## src/rtl/ysyx_25060170_fetch_unit.sv

```systemverilog
// Instruction fetch unit. It owns the PC and issues in-order fetches with up to
// DEPTH of them in flight or buffered, then hands instructions to the IDU.
// A redirect squashes all fetches, including responses still pending in memory.
module ysyx_25060170_fetch_unit #(
  parameter int unsigned     XLEN     = 32,
  parameter logic [XLEN-1:0] RESET_PC = XLEN'(32'h8000_0000),
  parameter int unsigned     DEPTH    = 4
) (
  input  logic            i_clk,
  input  logic            i_rst,
  input  logic            i_redirect_valid,
  input  logic [XLEN-1:0] i_redirect_pc,
  output logic            o_req_valid,
  input  logic            i_req_ready,
  output logic [XLEN-1:0] o_req_addr,
  input  logic            i_rsp_valid,
  input  logic [XLEN-1:0] i_rsp_data,
  input  logic            i_rsp_err,
  output logic            o_inst_valid,
  input  logic            i_inst_ready,
  output logic [XLEN-1:0] o_inst_pc,
  output logic [XLEN-1:0] o_inst,
  output logic            o_inst_err
);

  localparam int unsigned AW = $clog2(DEPTH);
  localparam int unsigned PW = AW + 1;
  localparam int unsigned SW = PW + 1;

  logic [XLEN-1:0] r_pc;
  logic [PW-1:0]   r_alloc;
  logic [PW-1:0]   r_fill;
  logic [PW-1:0]   r_head;
  logic [PW-1:0]   r_drop_cnt;

  logic [XLEN-1:0] r_ent_pc   [DEPTH];
  logic [XLEN-1:0] r_ent_inst [DEPTH];
  logic            r_ent_err  [DEPTH];

  logic [PW-1:0]   w_occ;
  logic [PW-1:0]   w_pend;
  logic [SW-1:0]   w_slots;
  logic            w_issue;
  logic            w_deliver;
  logic            w_drop_en;
  logic            w_fill_en;
  logic [PW-1:0]   w_redirect_drop;
  logic [XLEN-1:0] w_redirect_pc;

  // Occupancy bookkeeping; squashed responses still in memory also hold a slot.
  assign w_occ   = r_alloc - r_head;
  assign w_pend  = r_alloc - r_fill;
  assign w_slots = {1'b0, w_occ} + {1'b0, r_drop_cnt};

  // Request port: held low in reset and during a redirect.
  assign o_req_valid = i_rst && (w_slots < SW'(DEPTH)) && !i_redirect_valid;
  assign o_req_addr  = r_pc;

  // IDU port driven straight from the head entry.
  assign o_inst_valid = (r_fill != r_head) && !i_redirect_valid;
  assign o_inst_pc    = r_ent_pc[r_head[AW-1:0]];
  assign o_inst       = r_ent_inst[r_head[AW-1:0]];
  assign o_inst_err   = r_ent_err[r_head[AW-1:0]];

  assign w_issue   = o_req_valid && i_req_ready;
  assign w_deliver = o_inst_valid && i_inst_ready;
  assign w_drop_en = i_rsp_valid && (r_drop_cnt != '0);
  assign w_fill_en = i_rsp_valid && (r_drop_cnt == '0) && (w_pend != '0);

  // Every outstanding fetch becomes a drop, minus the one answered this cycle.
  assign w_redirect_drop = r_drop_cnt + w_pend - PW'(i_rsp_valid);
  assign w_redirect_pc   = i_redirect_pc & ~XLEN'(3);

  // PC, pointers and drop counter; a redirect overrides every other event.
  always_ff @(posedge i_clk or negedge i_rst) begin
    if (!i_rst) begin
      r_pc       <= RESET_PC;
      r_alloc    <= '0;
      r_fill     <= '0;
      r_head     <= '0;
      r_drop_cnt <= '0;
    end else if (i_redirect_valid) begin
      r_pc       <= w_redirect_pc;
      r_alloc    <= r_head;
      r_fill     <= r_head;
      r_drop_cnt <= w_redirect_drop;
    end else begin
      if (w_issue) begin
        r_alloc <= r_alloc + PW'(1);
        r_pc    <= r_pc + XLEN'(4);
      end
      if (w_drop_en) begin
        r_drop_cnt <= r_drop_cnt - PW'(1);
      end
      if (w_fill_en) begin
        r_fill <= r_fill + PW'(1);
      end
      if (w_deliver) begin
        r_head <= r_head + PW'(1);
      end
    end
  end

  // Entry payload storage: the PC is written on issue, the instruction on fill.
  always_ff @(posedge i_clk) begin
    if (w_issue) begin
      r_ent_pc[r_alloc[AW-1:0]] <= r_pc;
    end
    if (w_fill_en && !i_redirect_valid) begin
      r_ent_inst[r_fill[AW-1:0]] <= i_rsp_data;
      r_ent_err[r_fill[AW-1:0]]  <= i_rsp_err;
    end
  end

endmodule

```

## config.mk

```make
export PLATFORM = sky130hd
export DESIGN_NAME = ysyx_25060170_fetch_unit
export DESIGN_NICKNAME = d
export VERILOG_FILES = /design/src/rtl/ysyx_25060170_fetch_unit.sv
export SDC_FILE = /design/constraint.sdc
export NUM_CORES = 1
export LEC_CHECK = 0
export BUFFER_PORTS_ARGS = -buffer_cell sky130_fd_sc_hd__buf_2
export CORE_MARGIN = 5
export CORE_UTILIZATION = 55
export CTS_CLUSTER_SIZE = 30
export DETAILED_ROUTE_END_ITERATION = 16
export PLACE_DENSITY = 0.87
export SYNTH_ARGS = -nofsm -noshare
export SYNTH_HDL_FRONTEND = slang
export SYNTH_SLANG_ARGS = --single-unit
```

## constraint.sdc

```tcl
create_clock -name i_clk -period 5.6 [get_ports i_clk]
set_clock_uncertainty 0.2 [all_clocks]
set_input_delay 0.56 -clock i_clk [delete_from_list [all_inputs] [get_ports i_clk]]
set_output_delay 0.56 -clock i_clk [all_outputs]
set_load 0.005 [all_outputs]
```

==> results of run 1 <==
==> per-layer routing <==
| metal | routed length, um | track usage | part of all wire | up-vias |
|---|---|---|---|---|
| met4 | 884 | 0.0705 | 0.033 | 2 |
| li1 | - | - | - | 2954 |
| met1 | 10100 | 0.293 | 0.38 | 3490 |
| met5 | 9 | 0 | 0.00034 | - |
| met3 | 2110 | 0.0371 | 0.079 | 81 |
| met2 | 13600 | 0.362 | 0.51 | 390 |
==> what timing repair did <==
item / CTS / global route
endpoints found under the hold margin: 41 / 0
resized for setup: 0 / 0
hold buffers: 1 / 0
==> Yosys cell counts (2+ instances only) <==
| master | n |
|---|---|
| and3_1 | 10 |
| buf_6 | 2 |
| mux2i_1 | 5 |
| o21ai_0 | 23 |
| ha_1 | 19 |
| edfxtp_1 | 252 |
| nor3_1 | 5 |
| dfrtp_1 | 41 |
| o211ai_1 | 12 |
| a221o_1 | 2 |
| a31oi_1 | 6 |
| xor2_1 | 5 |
| or3_1 | 4 |
| nand2_1 | 53 |
| a31o_2 | 2 |
| and2_1 | 9 |
| nor2_1 | 7 |
| a21oi_1 | 7 |
| nand4_1 | 9 |
| and4_1 | 2 |
| buf_4 | 6 |
| inv_1 | 16 |
| a211o_1 | 2 |
| o311ai_0 | 9 |
| nand3_1 | 16 |
| xnor2_1 | 13 |
| fa_1 | 3 |
| buf_1 | 2 |
| buf_2 | 10 |
| mux4_2 | 63 |
| clkbuf_1 | 13 |
| or4_1 | 3 |
| nor3b_1 | 3 |
==> flip-flops by register name (all words and copies together) (netlist names) <==
signal,cells
o_req_addr,30
r_alloc,3
r_drop_cnt,3
r_ent_err,4
r_ent_inst,128
r_ent_pc,120
r_fill,3
r_head,3
==> path summary, 6_finish.rpt <==
check	endpoint	slack, ps	depth (start not counted)
worst max register to register	r_ent_pc[0][31]$_DFFE_PP_	1430	11
worst min-delay path	o_req_addr[18]$_DFFE_PN0P_	30	3
worst max-delay path	r_ent_pc[0][31]$_DFFE_PP_	1430	11
worst min register to register	r_drop_cnt[2]$_DFFE_PN0P_	330	1
min in group asynchronous	o_req_addr[28]$_DFFE_PN0P_	450	3
max in group asynchronous	r_head[0]$_DFFE_PN0P_	4290	3
==> cell families (layout without fill, tap and decap cells) <==
family                     after synthesis  after routing  share of synthesized area
other                                    1              6                   0.000314
and+or+nand+nor                        127            127                     0.0557
xor gates and xnor gates                19             19                     0.0152
muxes                                   69             69                      0.124
adders and majority gates               22             22                     0.0250
DFF                                    294            294                      0.723
AOI/OAI and AO/OA                       67             67                     0.0376
buffers and inverters                   49            248                     0.0196
==> through the flow <==
step	hold slack (ps)	utilization	total power, W
2_1_floorplan	64.4	-	0.00402
3_3_place_gp	335	0.615	0.00462
3_5_place_dp	324	0.615	0.00470
4_1_cts	29.5	0.664	0.00679
5_1_grt	27.4	0.664	0.00706
6_report	33.4	0.664	0.00673
==> critical path, stage by stage, from the launching register on <==
cell and delay, ps:
dfrtp_1 430, inv_1 160, ha_1 170, inv_1 50
fa_1 360, xor2_1 160, xnor2_1 140, ha_1 320
nor4b_4 320, and4_2 620, and2_1 410, buf_4 450
==> report_power, final <==
group | total [W] | internal (W) | switching [W] | leakage [nW]
logic | 0.00190 | 0.000943 | 0.000958 | 1.83
registers | 0.00275 | 0.00258 | 0.000167 | 2.78
clock network | 0.00208 | 0.00128 | 0.000802 | 0.499
total | 0.00673 | 0.00480 | 0.00193 | 5.11
==> cell usage in the layout, fill, tap and decap left out, types with 15 or more instances in the layout <==
| cell type | Yosys | routed |
|---|---|---|
| nand2_1 | 53 | 53 |
| buf_4 | 6 | 15 |
| dfrtp_1 | 41 | 39 |
| clkbuf_16 | 0 | 29 |
| inv_1 | 16 | 16 |
| ha_1 | 19 | 19 |
| mux4_2 | 63 | 63 |
| edfxtp_1 | 252 | 252 |
| buf_2 | 10 | 163 |
| nand3_1 | 16 | 16 |
| o21ai_0 | 23 | 23 |
==> cell type report <==
type	instances	area, um2
flip-flops and latches	294	8620
multi-input cells	308	3090
clock inverters	20	288
inverters	16	60.1
repair buffers	179	938
diodes	2	5.00
clock buffers	33	741
fillers	1372	7130
well taps	275	344
==> results.cfg, run 1 <==
[sta]
hold_viol_final = 0
rsz0062_at_grt = false
maxSlewViolCount = 0
maxSlewHeadroom = 0.360
worst-slew-pin-transition_ps = 957
postLayoutSetupSlackWorst_ps = 1430
finalCritPeriodShare = 0.744
fmaxAchievable_ghz = 0.240
finalSetupTns_ps = 0
setup_violations = 0
fin_crit_ps = 4170

[clock_network]
cts-buffers-inserted = 29
cts_sinks = 294
post_cts_buffers = 0
clk_pin_slew_ps = 60
htreeDepth = 1
clock_path_buffers = 3
clk_latency_ps = 530
root_buffer = clkbuf_16
cts_tree = yes

[logic_synthesis]
synth_edf_count = 252
synth_async_sr_flop_share = 0.143
synth_top_area_frac = 0.634
yosysUniqueCellTypes = 47
ys.flop_type = edfxtp_1
synth_warnings = 0
yosys.area.top_type = edfxtp_1
synth_area_leaders = edfxtp_1 (63%), mux4_2 (12%), dfrtp_1 (8.6%), ha_1 (2.0%), nand2_1 (1.7%)
ys_seq_elements = 294
avgSynthCellArea_um2 = 18.4
synthCells = 648
seq_area_frac_synth = 0.723
synthesis.area_mm2 = 0.0119

[grt]
grt_pass1_vias = 7153
grt_use_total = 0.216
grt_pass1_wl_um = 41100
antenna_found_initial = 3
grt_max_degree = 68
grt_overflow = 0

[placement]
numPortBuffers = 163
dpl_cell_area_mm2 = 0.0130
gp_congestion = 0.853
place_hpwl_um = 16000
dp.cells = 1071
dp_slack_ps = 1460

[min_path]
worstHoldPathType = primary input to register
holdCritStartpoint = i_redirect_pc[18]

[floorplan]
start_util = 0.562
die_area_mm2 = 0.0247
fp.dieW_um = 157
ios = 170
die_y_um = 157
rows = 53
core-area_mm2 = 0.0212

[finish]
drive_above_1_share = 0.349
nets = 921
fin_area_mm2 = 0.0141
stdcell_count = 1127
syn_to_final_growth_pct = 18.1

[power_and_ir_drop]
power.leakage_nw = 5.11
vdd_ir_drop_max_v = 0.000281
p_per_area_mw_per_mm2 = 478

[drt]
drt_iter0_drc = 528
drt-pass1-iter-count = 5
vias_per_cell = 6.14
vias = 6917
post-route-drc-count = 0
routedWlPerCell_um = 23.7
drtAntennaViolNets = 0
drt-total-wl_um = 26700

[setup_path]
r2r-start = r_alloc[0]$_DFFE_PN0P_
required_ps = 5580
worstSetupPathType = register to register
critPathLaunch = r_alloc[0]$_DFFE_PN0P_
critPathArrivalTime_ps = 4140
critPathMaxFanout = 25
cp-start-kind = register
end_kind = register

[job]
max_cap_viol_count = 0

[run_status]
status = finished, final reports clean
No activity file was read; power rests on OpenSTA's default activity.
==> run 2: changes to the inputs <==
--- a/config.mk
+++ b/config.mk
@@ -7,10 +7,10 @@
 export LEC_CHECK = 0
 export BUFFER_PORTS_ARGS = -buffer_cell sky130_fd_sc_hd__buf_2
 export CORE_MARGIN = 5
-export CORE_UTILIZATION = 55
+export CORE_UTILIZATION = 52
 export CTS_CLUSTER_SIZE = 30
 export DETAILED_ROUTE_END_ITERATION = 16
-export PLACE_DENSITY = 0.87
+export PLACE_DENSITY = 0.86
 export SYNTH_ARGS = -nofsm -noshare
 export SYNTH_HDL_FRONTEND = slang
 export SYNTH_SLANG_ARGS = --single-unit
==> constraint.sdc (replaced) <==
create_clock -name i_clk -period 3.54 [get_ports i_clk]
set_clock_uncertainty 0.2 [all_clocks]
set_input_delay 0.354 -clock i_clk [delete_from_list [all_inputs] [get_ports i_clk]]
set_output_delay 0.354 -clock i_clk [all_outputs]
set_load 0.005 [all_outputs]
==> run 2 against run 1 <==
- first-iteration DRC count increased by 31%
- combinational power increased by 67%
- die area increased by 5.4%
- core utilization decreased by 0.51 points
- sequential share of layout area decreased by 3.4 points
- register-to-register slack got worse by 1300 ps
- clock power increased by 49%
- wire length increased by 1.6%
- sequential power increased by 58%
- critical path depth decreased by 1
- final area increased by 5.9%
- total power increased by 58%
- largest power group unchanged
==> results.cfg, run 2 (synthesis results as in run 1) <==
[run_status]
status = finished, final reports clean

[clock_network]
htreeDepth = 1
clk_latency_ps = 550
cts_sinks = 294
root_buffer = clkbuf_16
clk_pin_slew_ps = 70
cts-buffers-inserted = 29
clock_path_buffers = 3
cts_tree = yes

[placement]
gp_congestion = 0.826
numPortBuffers = 163
dpl_cell_area_mm2 = 0.0133
place_hpwl_um = 15700

[finish]
fin_area_mm2 = 0.0149
seqCellArea_mm2 = 0.00862
n_fill_cell = 1432
nets = 996
syn_to_final_growth_pct = 25.0
multi_input_area_mm2 = 0.00312
drive_above_1_share = 0.335
layout_common_cells = edfxtp_1 (252), buf_2 (163), dlygate4sd3_1 (65)
layout_commonest_cell = edfxtp_1
largest_register_ffs = 128

[grt]
grt_max_degree = 68
grt_overflow = 0
grt_use_total = 0.207
antenna_found_initial = 1
grt_pass1_vias = 7558
grt_pass1_wl_um = 42400

[drt]
drt-total-wl_um = 27200
post-route-drc-count = 0
vias = 7200
drt_iter0_drc = 694
routedWlPerCell_um = 22.4
drt-pass1-iter-count = 5
vias_per_cell = 5.94
drtAntennaViolNets = 0

[floorplan]
die_area_mm2 = 0.0261
die_y_um = 161
core-area_mm2 = 0.0226
rows = 55
ios = 170
fp.dieW_um = 161
start_util = 0.527

[min_path]
worstHoldPathType = primary input to register
holdCritStartpoint = i_rsp_valid

[setup_path]
required_ps = 2990
critPathMaxFanout = 4
cp-start-kind = register
end_kind = output port
critPathLaunch = r_alloc[0]$_DFFE_PN0P_
r2r-start = r_alloc[0]$_DFFE_PN0P_
worstSetupPathType = register to output port
critPathArrivalTime_ps = 2880

[job]
max_cap_viol_count = 0

[sta]
maxSlewViolCount = 0
hold_viol_final = 0
maxSlewHeadroom = 0.353
fmaxAchievable_ghz = 0.291
worst-slew-pin-transition_ps = 971
setup_violations = 0
rsz0062_at_grt = false
finalSetupTns_ps = 0
finalCritPeriodShare = 0.970
fin_crit_ps = 3430

[power_and_ir_drop]
power.leakage_nw = 5.43
vdd_ir_drop_max_v = 0.000458
p_per_area_mw_per_mm2 = 711
run 2: final timing paths:
check	to	slack, ps	cells past startpoint
min in group asynchronous	o_req_addr[15]$_DFFE_PN0P_	320	3
setup reg to reg	o_req_addr[6]$_DFFE_PN0P_	140	13
setup / recovery	o_req_valid	110	10
hold reg to reg	r_drop_cnt[2]$_DFFE_PN0P_	360	1
hold / removal	r_drop_cnt[1]$_DFFE_PN0P_	170	4
max in group asynchronous	r_head[0]$_DFFE_PN0P_	2330	3
run 2: power by group:
part | internal, W | total, W | switching (W)
Combinational | 0.00162 | 0.00317 | 0.00155
Sequential | 0.00409 | 0.00434 | 0.000249
Clock | 0.00185 | 0.00310 | 0.00125
Total | 0.00756 | 0.0106 | 0.00305
run 2: timing repair:
| action | CTS | global route |
|---|---|---|
| setup endpoints to repair | 33 | 38 |
| hold buffers | 65 | 0 |
| gates resized for setup | 1 | 4 |
| hold endpoints to repair | 206 | 0 |
| setup buffers | 0 | 2 |
| pin swaps | 0 | 2 |
| cloned | 0 | 1 |
run 2: metrics by stage:
stage / setup WS (ps) / total power [W] / std cells / utilization / hold slack, ps
2_1_floorplan: 30.0 / 0.00637 / 651 / - / -142
3_3_place_gp: 158 / 0.00737 / 1089 / 0.585 / 337
3_5_place_dp: 91.1 / 0.00746 / 1089 / 0.585 / 343
4_1_cts: 6.91 / 0.0106 / 1208 / 0.657 / 132
5_1_grt: 4.09 / 0.0112 / 1212 / 0.659 / 183
6_report: 107 / 0.0106 / 1212 / 0.659 / 173
run 2: final cells by class:
type / count / area share
clock buffer: 42 / 0.0533
tap: 285 / 0.0239
antenna: 1 / 0.000168
timing repair buffer: 253 / 0.120
clock inverter: 12 / 0.0117
inverter: 16 / 0.00403
multi-input combinational: 309 / 0.209
sequential: 294 / 0.578
run 2: worst max-delay path, cell delays in order (launching register included):
cell and delay (ps):
dfrtp_1 380, inv_1 70, ha_1 140, inv_1 50, fa_1 370, xor2_1 210, xnor2_1 160, ha_1 290
nor4b_4 310, and3_4 250, buf_2 110
run 2: per-layer routing:
metal / vias to the layer above / routed length (um) / global-route usage / part of all wire
met4: 0 / 1310 / 0.0900 / 0.048
li1: 3113 / - / - / -
met2: 358 / 13900 / 0.359 / 0.51
met3: 98 / 1770 / 0.0283 / 0.065
met5: - / 0 / 0 / 0
met1: 3631 / 10100 / 0.265 / 0.37
